**src/rtl/program_loader.sv**
```systemverilog
// rtl/program_loader.sv - byte-stream loader for the 12-bit instruction memory, gates core_run on a valid image
module program_loader #(
  parameter int ADDR_W  = 2,
  parameter int INSTR_W = 12
) (
  input  logic               clk,
  input  logic               rst_n,
  input  logic               start,
  input  logic [7:0]         in_data,
  input  logic               in_valid,
  output logic               in_ready,
  output logic               wr_en,
  output logic [ADDR_W-1:0]  wr_addr,
  output logic [INSTR_W-1:0] wr_data,
  output logic               busy,
  output logic               done,
  output logic               err,
  output logic               core_run
);

  localparam logic [2:0] S_IDLE = 3'd0;
  localparam logic [2:0] S_HDR  = 3'd1;
  localparam logic [2:0] S_HI   = 3'd2;
  localparam logic [2:0] S_LO   = 3'd3;
  localparam logic [2:0] S_CHK  = 3'd4;
  localparam logic [2:0] S_DONE = 3'd5;
  localparam logic [2:0] S_ERR  = 3'd6;

  // Word count is 9 bits wide so N=256 (ADDR_W=8) still fits.
  localparam logic [8:0] DEPTH = 9'(1 << ADDR_W);

  logic [2:0]         state_q, state_d;
  logic [7:0]         sum_q, sum_d;
  logic [8:0]         idx_q, idx_d;
  logic [8:0]         n_q, n_d;
  logic [3:0]         hi_q, hi_d;
  logic               wr_en_q, wr_en_d;
  logic [ADDR_W-1:0]  wr_addr_q, wr_addr_d;
  logic [INSTR_W-1:0] wr_data_q, wr_data_d;
  logic               done_q, done_d;
  logic               err_q, err_d;
  logic               run_q, run_d;

  logic               in_session;
  logic               accept;
  logic [7:0]         sum_nx;
  logic [8:0]         idx_nx;

  assign in_session = (state_q == S_HDR) || (state_q == S_HI) ||
                      (state_q == S_LO)  || (state_q == S_CHK);
  assign accept     = in_valid && in_session;
  assign sum_nx     = sum_q + in_data;
  assign idx_nx     = idx_q + 9'd1;

  // Next-state logic: frame parsing, checksum accumulation and write generation
  always_comb begin
    state_d   = state_q;
    sum_d     = sum_q;
    idx_d     = idx_q;
    n_d       = n_q;
    hi_d      = hi_q;
    wr_en_d   = 1'b0;
    wr_addr_d = wr_addr_q;
    wr_data_d = wr_data_q;
    done_d    = 1'b0;
    err_d     = err_q;
    run_d     = run_q;
    case (state_q)
      S_IDLE, S_DONE, S_ERR: begin
        if (start) begin
          state_d = S_HDR;
          sum_d   = 8'd0;
          idx_d   = 9'd0;
          err_d   = 1'b0;
          run_d   = 1'b0;
        end
      end
      S_HDR: begin
        if (accept) begin
          sum_d = sum_nx;
          if (in_data == 8'd0 || {1'b0, in_data} > DEPTH) begin
            state_d = S_ERR;
            err_d   = 1'b1;
          end else begin
            n_d     = {1'b0, in_data};
            state_d = S_HI;
          end
        end
      end
      S_HI: begin
        if (accept) begin
          sum_d = sum_nx;
          if (in_data[7:4] != 4'd0) begin
            state_d = S_ERR;
            err_d   = 1'b1;
          end else begin
            hi_d    = in_data[3:0];
            state_d = S_LO;
          end
        end
      end
      S_LO: begin
        if (accept) begin
          sum_d     = sum_nx;
          wr_en_d   = 1'b1;
          wr_addr_d = idx_q[ADDR_W-1:0];
          wr_data_d = {hi_q, in_data};
          idx_d     = idx_nx;
          state_d   = (idx_nx == n_q) ? S_CHK : S_HI;
        end
      end
      S_CHK: begin
        if (accept) begin
          sum_d = sum_nx;
          if (sum_nx == 8'd0) begin
            state_d = S_DONE;
            done_d  = 1'b1;
            run_d   = 1'b1;
          end else begin
            state_d = S_ERR;
            err_d   = 1'b1;
          end
        end
      end
      default: state_d = S_IDLE;
    endcase
  end

  // State registers; reset also drops any write staged for the next cycle
  always_ff @(posedge clk) begin
    if (!rst_n) begin
      state_q   <= S_IDLE;
      sum_q     <= 8'd0;
      idx_q     <= 9'd0;
      n_q       <= 9'd0;
      hi_q      <= 4'd0;
      wr_en_q   <= 1'b0;
      wr_addr_q <= '0;
      wr_data_q <= '0;
      done_q    <= 1'b0;
      err_q     <= 1'b0;
      run_q     <= 1'b0;
    end else begin
      state_q   <= state_d;
      sum_q     <= sum_d;
      idx_q     <= idx_d;
      n_q       <= n_d;
      hi_q      <= hi_d;
      wr_en_q   <= wr_en_d;
      wr_addr_q <= wr_addr_d;
      wr_data_q <= wr_data_d;
      done_q    <= done_d;
      err_q     <= err_d;
      run_q     <= run_d;
    end
  end

  assign in_ready = in_session;
  assign busy     = in_session;
  assign wr_en    = wr_en_q;
  assign wr_addr  = wr_addr_q;
  assign wr_data  = wr_data_q;
  assign done     = done_q;
  assign err      = err_q;
  assign core_run = run_q;

endmodule

```
**config.mk**
```make
export PLATFORM = sky130hd
export DESIGN_NAME = program_loader
export DESIGN_NICKNAME = d
export VERILOG_FILES = /design/src/rtl/program_loader.sv
export SDC_FILE = /design/constraint.sdc
export NUM_CORES = 1
export LEC_CHECK = 0
export BUFFER_PORTS_ARGS = -buffer_cell sky130_fd_sc_hd__buf_2
export CORE_ASPECT_RATIO = 1.2
export CORE_UTILIZATION = 50
export DETAILED_ROUTE_END_ITERATION = 10
export PLACE_DENSITY = 0.7
export SLEW_MARGIN = 20
export SYNTH_ARGS = -nofsm -noshare
export SYNTH_HDL_FRONTEND = slang
export SYNTH_SLANG_ARGS = --single-unit
```
**constraint.sdc**
```tcl
create_clock -name clk -period 4 [get_ports clk]
set_input_delay 0.8 -clock clk [delete_from_list [all_inputs] [get_ports clk]]
set_output_delay 0.8 -clock clk [all_outputs]
set_load 0.02 [all_outputs]
```
==> results of run 1 <==
-- critical path, cell delays in order --
cell	delay, ns
buf_2	0.14
ha_1	0.23
fa_1	0.42
a211oi_1	0.37
o21ba_2	0.22
o21ai_0	0.07
nor4_1	0.43
or3b_2	0.54
a221o_1	0.33
-- synth_stat cells, types with 2 or more instances --
| library cell | n | area share (%) |
|---|---|---|
| a31oi_1 | 3 | 0.69 |
| xor2_1 | 5 | 1.6 |
| nor3_1 | 15 | 2.8 |
| nand4_1 | 2 | 0.46 |
| and2_1 | 12 | 2.8 |
| mux2i_1 | 7 | 2.6 |
| nand3_1 | 8 | 1.5 |
| a22oi_1 | 7 | 1.9 |
| nor4b_1 | 2 | 0.64 |
| a21boi_0 | 21 | 5.8 |
| ha_1 | 8 | 3.7 |
| nand2_1 | 53 | 7.3 |
| xnor2_1 | 10 | 3.2 |
| dfxtp_1 | 50 | 37 |
| or2_2 | 2 | 0.46 |
| a211oi_1 | 6 | 1.7 |
| buf_2 | 4 | 0.74 |
| nor2_1 | 14 | 1.9 |
| o21bai_1 | 2 | 0.55 |
| clkbuf_1 | 11 | 1.5 |
| inv_1 | 4 | 0.55 |
| a21oi_1 | 11 | 2.0 |
| nor2b_1 | 17 | 3.9 |
| o22ai_1 | 2 | 0.46 |
| o21a_1 | 6 | 1.7 |
| nor4_1 | 3 | 0.69 |
| or3_1 | 2 | 0.46 |
| o21ai_0 | 18 | 3.3 |
-- worst min path at each step --
stage                       end  slack, ns
finish               wr_data[3]       0.47
global route         wr_data[3]       0.49
CTS                  wr_data[3]       0.47
detailed placement   wr_data[3]       0.46
global placement    wr_data[10]       0.45
floorplan           wr_data[11]       0.44
-- sequential cells by signal (all words and copies together) (netlist names), 2 cells and up --
signal   cells
hi_q         4
idx_q        9
n_q          8
state_q      3
sum_q        8
wr_addr      2
wr_data     12
-- through the flow --
step	worst slack, ns	std cells	util, %
2_1_floorplan	0.8120	329	-
3_3_place_gp	0.4535	408	55.27
3_5_place_dp	0.3286	408	55.27
4_1_cts	0.6661	415	57.31
5_1_grt	0.5427	415	57.31
6_report	0.6418	415	57.31
-- layer usage --
layer  vias up  share of wire [%]  global-route usage (%)
met1      1115                 45                   28.76
met4         0                1.8                   7.607
li1       1211                  -                       -
met5         -                  0                       0
met3         9                3.2                   3.641
met2        38                 50                   39.28
-- where the power goes --
group	internal, µW	leakage (µW)	switching [µW]	total [µW]
clock	184	0.0000542	167	352
combinational	236	0.000669	372	608
sequential	546	0.000404	88.7	635
-- layout make-up --
cell class	count	area, µm²	area share [%]
Timing Repair Buffer	34	177.7	5.892
Tap cell	62	77.57	2.573
Multi-Input combinational cell	257	1633	54.15
Inverter	5	18.77	0.6224
Sequential cell	50	1001	33.20
Clock inverter	2	38.79	1.286
Clock buffer	5	68.82	2.282
-- logic make-up (layout without fill, tap and decap cells) --
kind of cell / count (synthesis) / count (layout)
AOI/OAI and AO/OA: 85 / 85
xor gates and xnor gates: 15 / 15
adders and majority gates: 9 / 9
buffers and inverters: 22 / 46
DFF: 50 / 50
muxes: 8 / 8
and+or+nand+nor: 140 / 140
==> metrics.md, run 1 <==
| Metric | Value |
|---|---|
| Outcome | `finished, final reports clean` |
| Mux contribution to synthesized area | `2.989%` |
| Antenna violations before repair | `0` |
| Worst-Skew Late Latency | `0.31 ns` |
| Number of buffers added by the clock tree synthesis step | `5` |
| Die area | `0.005743 mm²` |
| All-Layer GR Usage | `22.79%` |
| Kind of critical path | `input port to flip-flop` |
| CTS Buffer Depth | `2` |
| Placer's final routability congestion estimate | `0.8045` |
| Minimum period implied by the final worst setup slack | `3.358 ns` |
| Count of synthesis-stage warnings from yosys | `0` |
| Hold Crit Depth | `2` |
| Sink Count | `50` |
| Total non-filler cell area in the finished layout | `0.003015 mm²` |
| Num rows | `29` |
| FF-to-FF setup slack | `0.98 ns` |
| Via count of the first global-routing pass | `2265` |
| Total Routed Length | `6.291 mm` |
| Xor-xnor portion of the synthesized cell area | `4.828%` |
| Slew at the pin closest to its max-slew limit | `0.7347 ns` |
| Placed cell area | `0.002908 mm²` |
| Worst EP arrival | `3.55 ns` |
| Nets in the synthesized netlist | `350` |
| Post-synth EDFFs | `0` |
| Post-synthesis adder-cell area fraction | `4.414%` |
| R2r worst-path depth | `8` |
| Dominant combinational cell family by area after synthesis | `simple AND/OR/NAND/NOR gates` |
| Clock Skew | `0.01084 ns` |
| Biggest fanout along the worst timing path | `6` |
| Post-DR wirelength/cell | `15.16 µm` |
| Compound-Gate Fraction of Synth Area | `21.01%` |
| Sequential element share of the synthesized area | `36.78%` |
| Commonest non-fill, non-tap cell in the layout | `nand2_1` |
| Core ar. | `0.005261 mm²` |
| Cell area after synthesis | `0.002721 mm²` |
| Lkg Pwr | `0.001127 µW` |
| Ys flop type | `dfxtp_1` |
| Synthesized instance count | `329` |
| Wire length of the first global-routing pass | `10.60 mm` |
| CP startpoint | `in_data[0]` |
| Filler Cells Inserted | `488` |
| Hold path startpoint | `wr_data[3]` |
| Port Buffer Count | `31` |
| Class of the most critical hold timing path | `flip-flop to flip-flop` |
| Critical path capture point type | `flip-flop` |
| Total Negative Setup Slacks | `0 ns` |
| Final worst path period share | `83.96%` |
| Total DRC errors in the routed layout | `0` |
| #FFs+latches synth | `50` |
| Y dimension of the die | `82.82 µm` |
| Final Hold Violating Endpoints | `0` |
| Total of cells resized after clock tree synthesis | `0` |
| Critical register-to-register path endpoint | `state_q[1]` |
| Max H-tree Level | `2` |
| Most frequent cells in the layout | `nand2_1, dfxtp_1, buf_2` |
| Vias per std cell | `5.718` |
| Share of synthesized cell area in and, or, nand and nor gates | `26.57%` |
| Largest voltage drop on the vdd net | `0.0002541 V` |
| Max transition margin | `50.95%` |
| Max Slew Vio Count | `0` |
| Achievable frequency | `0.2978 GHz` |
| Number of violations of the max-capacitance limit | `0` |
| Number of DRC markers in iteration 0 | `106` |
| Chip Width | `69.35 µm` |
| Capture point of the worst path | `state_q[1]` |
| Number of primary I/O pins | `32` |
| FF-to-FF Start | `sum_q[0]` |
| Fin Hold WS | `0.4656 ns` |
| Power density normalized to cell area | `528.5 mW/mm²` |
| CTS root buffer | `clkbuf_8` |
| Ratio of cells with drive above 1 in the final layout | `14.45%` |
| Unrepaired setup endpoints after global routing | `no` |
| Congestion Overflow GR | `0` |
| Hold Buf Count CTS | `0` |
| Diodes inserted | `0` |
| Number of nets in the final layout | `374` |
| Mean cell area of the mapped netlist | `8.272 µm²` |
| Starting density of the core | `51.72%` |
| Layout overhead on the synthesized area | `10.80%` |
| Vias | `2373` |
| Power consumption | `1594 µW` |
| Pin count of the biggest net entering global routing | `48` |
| Register clock-pin slew on the reported worst setup and hold paths | `0.10 ns` |
| Final setup violation count | `0` |
| Residual antenna-violating net count after detailed routing | `0` |
| WP data required | `4.19 ns` |
| Fraction of registers with async set or reset after synthesis | `0%` |
| Critical Path Source Type | `input port` |
| Cell variety after synth | `52` |
| # Post-CTS Setup Buffers | `0` |
| HPWL after DPL | `4.432 mm` |
| First-pass iteration count of the detailed router | `4` |
| TritonCTS clock tree | `built` |
No activity file was read; power rests on OpenSTA's default activity.
==> run 2: changes to the inputs <==
clock period = 3.4 ns   (was 4 ns; I/O delays follow)
==> run 2 against run 1 <==
  * Cell count rose by 1.2%
  * Count of clock-buffer cells in the layout did not move
  * Worst setup slack worse by 0.30 ns
  * Critical path depth rose by 1
  * Clock power is 24% higher
  * Register-to-register slack got worse by 0.49 ns
  * Combinational power grew 17%
  * Wire length is 6.9% lower
  * Worst hold slack lost 0.0024 ns
  * Utilization grew 0.74 points
  * Sequential share of layout area down 0.42 points
  * Highest routed layer unchanged
  * Power is 19% higher
==> metrics.md, run 2 (synthesis results as in run 1) <==
| Metric | Value |
|---|---|
| Outcome | `finished, final reports clean` |
| Number of violations of the max-capacitance limit | `0 (unchanged)` |
| Wire length of the first global-routing pass | `9.984 mm (-5.8%)` |
| Power density normalized to cell area | `619.6 mW/mm² (+17%)` |
| Filler Cells Inserted | `487 (-0.20%)` |
| Core ar. | `0.005261 mm² (unchanged)` |
| All-Layer GR Usage | `21.23% (-1.6 points)` |
| Largest voltage drop on the vdd net | `0.0003163 V (+25%)` |
| Minimum period implied by the final worst setup slack | `3.057 ns` |
| Kind of critical path | `input port to flip-flop` |
| Vias per std cell | `5.748 (+0.52%)` |
| Hold Buf Count CTS | `0 (unchanged)` |
| First-pass iteration count of the detailed router | `4 (unchanged)` |
| Post-DR wirelength/cell | `13.95 µm (-8.0%)` |
| Cell at the slowest stage of the critical path | `or3b_2` |
| WP data required | `3.61 ns (-0.58 ns)` |
| Max Slew Vio Count | `0 (unchanged)` |
| Layout overhead on the synthesized area | `12.23%` |
| CTS root buffer | `clkbuf_8` |
| Biggest fanout along the worst timing path | `2 (-4)` |
| Starting density of the core | `51.72% (unchanged)` |
| Critical path capture point type | `flip-flop` |
| Max H-tree Level | `2 (unchanged)` |
| Port Buffer Count | `31 (unchanged)` |
| Ratio of cells with drive above 1 in the final layout | `15.64% (+1.2 points)` |
| Congestion Overflow GR | `0 (unchanged)` |
| Residual antenna-violating net count after detailed routing | `0 (unchanged)` |
| Lkg Pwr | `0.001151 µW (+2.1%)` |
| Highest cell delay on the worst timing path | `0.45 ns (-0.09 ns)` |
| HPWL after DPL | `4.255 mm (-4.0%)` |
| Final Hold Violating Endpoints | `0 (unchanged)` |
| Most frequent cells in the layout | `nand2_1, dfxtp_1, buf_2` |
| Sink Count | `50 (unchanged)` |
| Number of DRC markers in iteration 0 | `138 (+30%)` |
| Power consumption | `1892 µW (+19%)` |
| Number of nets in the final layout | `378 (+1.1%)` |
| Number of flip-flops in the largest register | `12 (unchanged)` |
| # Post-CTS Setup Buffers | `0 (unchanged)` |
| Num rows | `29 (unchanged)` |
| Final setup violation count | `0 (unchanged)` |
| Class of the most critical hold timing path | `flip-flop to flip-flop` |
| Worst EP arrival | `3.26 ns (-0.29 ns)` |
| Pin count of the biggest net entering global routing | `48 (unchanged)` |
| Min setup slack post-route | `0.3432 ns (-0.2986 ns)` |
| CTS Buffer Depth | `2 (unchanged)` |
| Chip Width | `69.35 µm (unchanged)` |
| Buf/Inv on CP | `2 (+1)` |
| Top delay family on crit path | `compound AO/OA/AOI/OAI gates` |
| Commonest non-fill, non-tap cell in the layout | `nand2_1` |
| Antenna violations before repair | `0 (unchanged)` |
| Achievable frequency | `0.3271 GHz` |
| Slew at the pin closest to its max-slew limit | `0.7216 ns (-0.01306 ns)` |
| Y dimension of the die | `82.82 µm (unchanged)` |
| Setup slack after placement | `-0.004623 ns (-0.3332 ns)` |
| Total of cells resized after clock tree synthesis | `0 (unchanged)` |
| Max transition margin | `51.83% (+0.87 points)` |
| Final worst path period share | `89.91%` |
| Die area | `0.005743 mm² (unchanged)` |
| Diodes inserted | `0 (unchanged)` |
| Total DRC errors in the routed layout | `0 (unchanged)` |
| TritonCTS clock tree | `built` |
| Vias | `2414 (+1.7%)` |
| Unrepaired setup endpoints after global routing | `no` |
| Placer's final routability congestion estimate | `0.8264 (+2.7%)` |
| Total Routed Length | `5.857 mm (-6.9%)` |
| Clock Skew | `0.01732 ns (+0.006482 ns)` |
| Cell breakdown of the critical path | `buf_2, ha_1, fa_1, a211oi_1, o21ba_2, o21ai_0, nor4_1, buf_4, or3b_2, a221o_1` |
| Number of primary I/O pins | `32 (unchanged)` |
| Register clock-pin slew on the reported worst setup and hold paths | `0.10 ns (about the same)` |
| Critical Path Source Type | `input port` |
| Number of buffers added by the clock tree synthesis step | `5 (unchanged)` |
| Worst-Skew Late Latency | `0.32 ns (about the same)` |
| Via count of the first global-routing pass | `2112 (-6.8%)` |
## run 2: cell type report
class | instances | area, µm² | area share, %
clock buffer | 5 | 68.82 | 2.253
clock inverter | 3 | 47.55 | 1.557
inverter | 5 | 18.77 | 0.6145
multi-input combinational | 257 | 1633 | 53.46
sequential | 50 | 1001 | 32.77
tap | 62 | 77.57 | 2.540
timing repair buffer | 38 | 207.7 | 6.800
## run 2: power by group
group | internal (µW) | switching, µW
sequential | 642 | 103
combinational | 284 | 427
clock | 223 | 213
## run 2: per-stage QoR
stage	cells	cell area (µm²)	util [%]	hold WS, ns	TNS [ns]
finish	420	3054	58.05	0.4632	0
CTS	420	3054	58.05	0.4687	0
detailed placement	412	2938	55.84	0.4547	-0.004623
floorplan	329	2721	-	0.4406	0
global route	420	3054	58.05	0.4942	0
global placement	412	2938	55.84	0.4499	0
## run 2: path summary, 6_finish.rpt
kind	from	endpoint	slack, ns	cells after the start
max	in_data[0]	state_q[1]	0.34	10
min reg2reg	wr_data[5]	wr_data[5]	0.46	2
min	wr_data[5]	wr_data[5]	0.46	2
max reg2reg	sum_q[0]	state_q[1]	0.49	9
## run 2: worst register-to-register path: stages (launching register included)
cell      delay, ns
dfxtp_1        0.33
ha_1           0.21
fa_1           0.42
a211oi_1       0.30
o21ba_2        0.20
o21ai_0        0.08
nor4_1         0.32
buf_4          0.17
or3b_2         0.45
a221o_1        0.32
## run 2: per-layer routing
| metal | part of all wire, % | vias up | GRT usage, % |
|---|---|---|---|
| met5 | 0 | - | 0 |
| met4 | 1.3 | 0 | 7.050 |
| met3 | 3.3 | 6 | 3.641 |
| met2 | 49 | 48 | 34.60 |
| met1 | 47 | 1135 | 28.36 |
| li1 | - | 1225 | - |
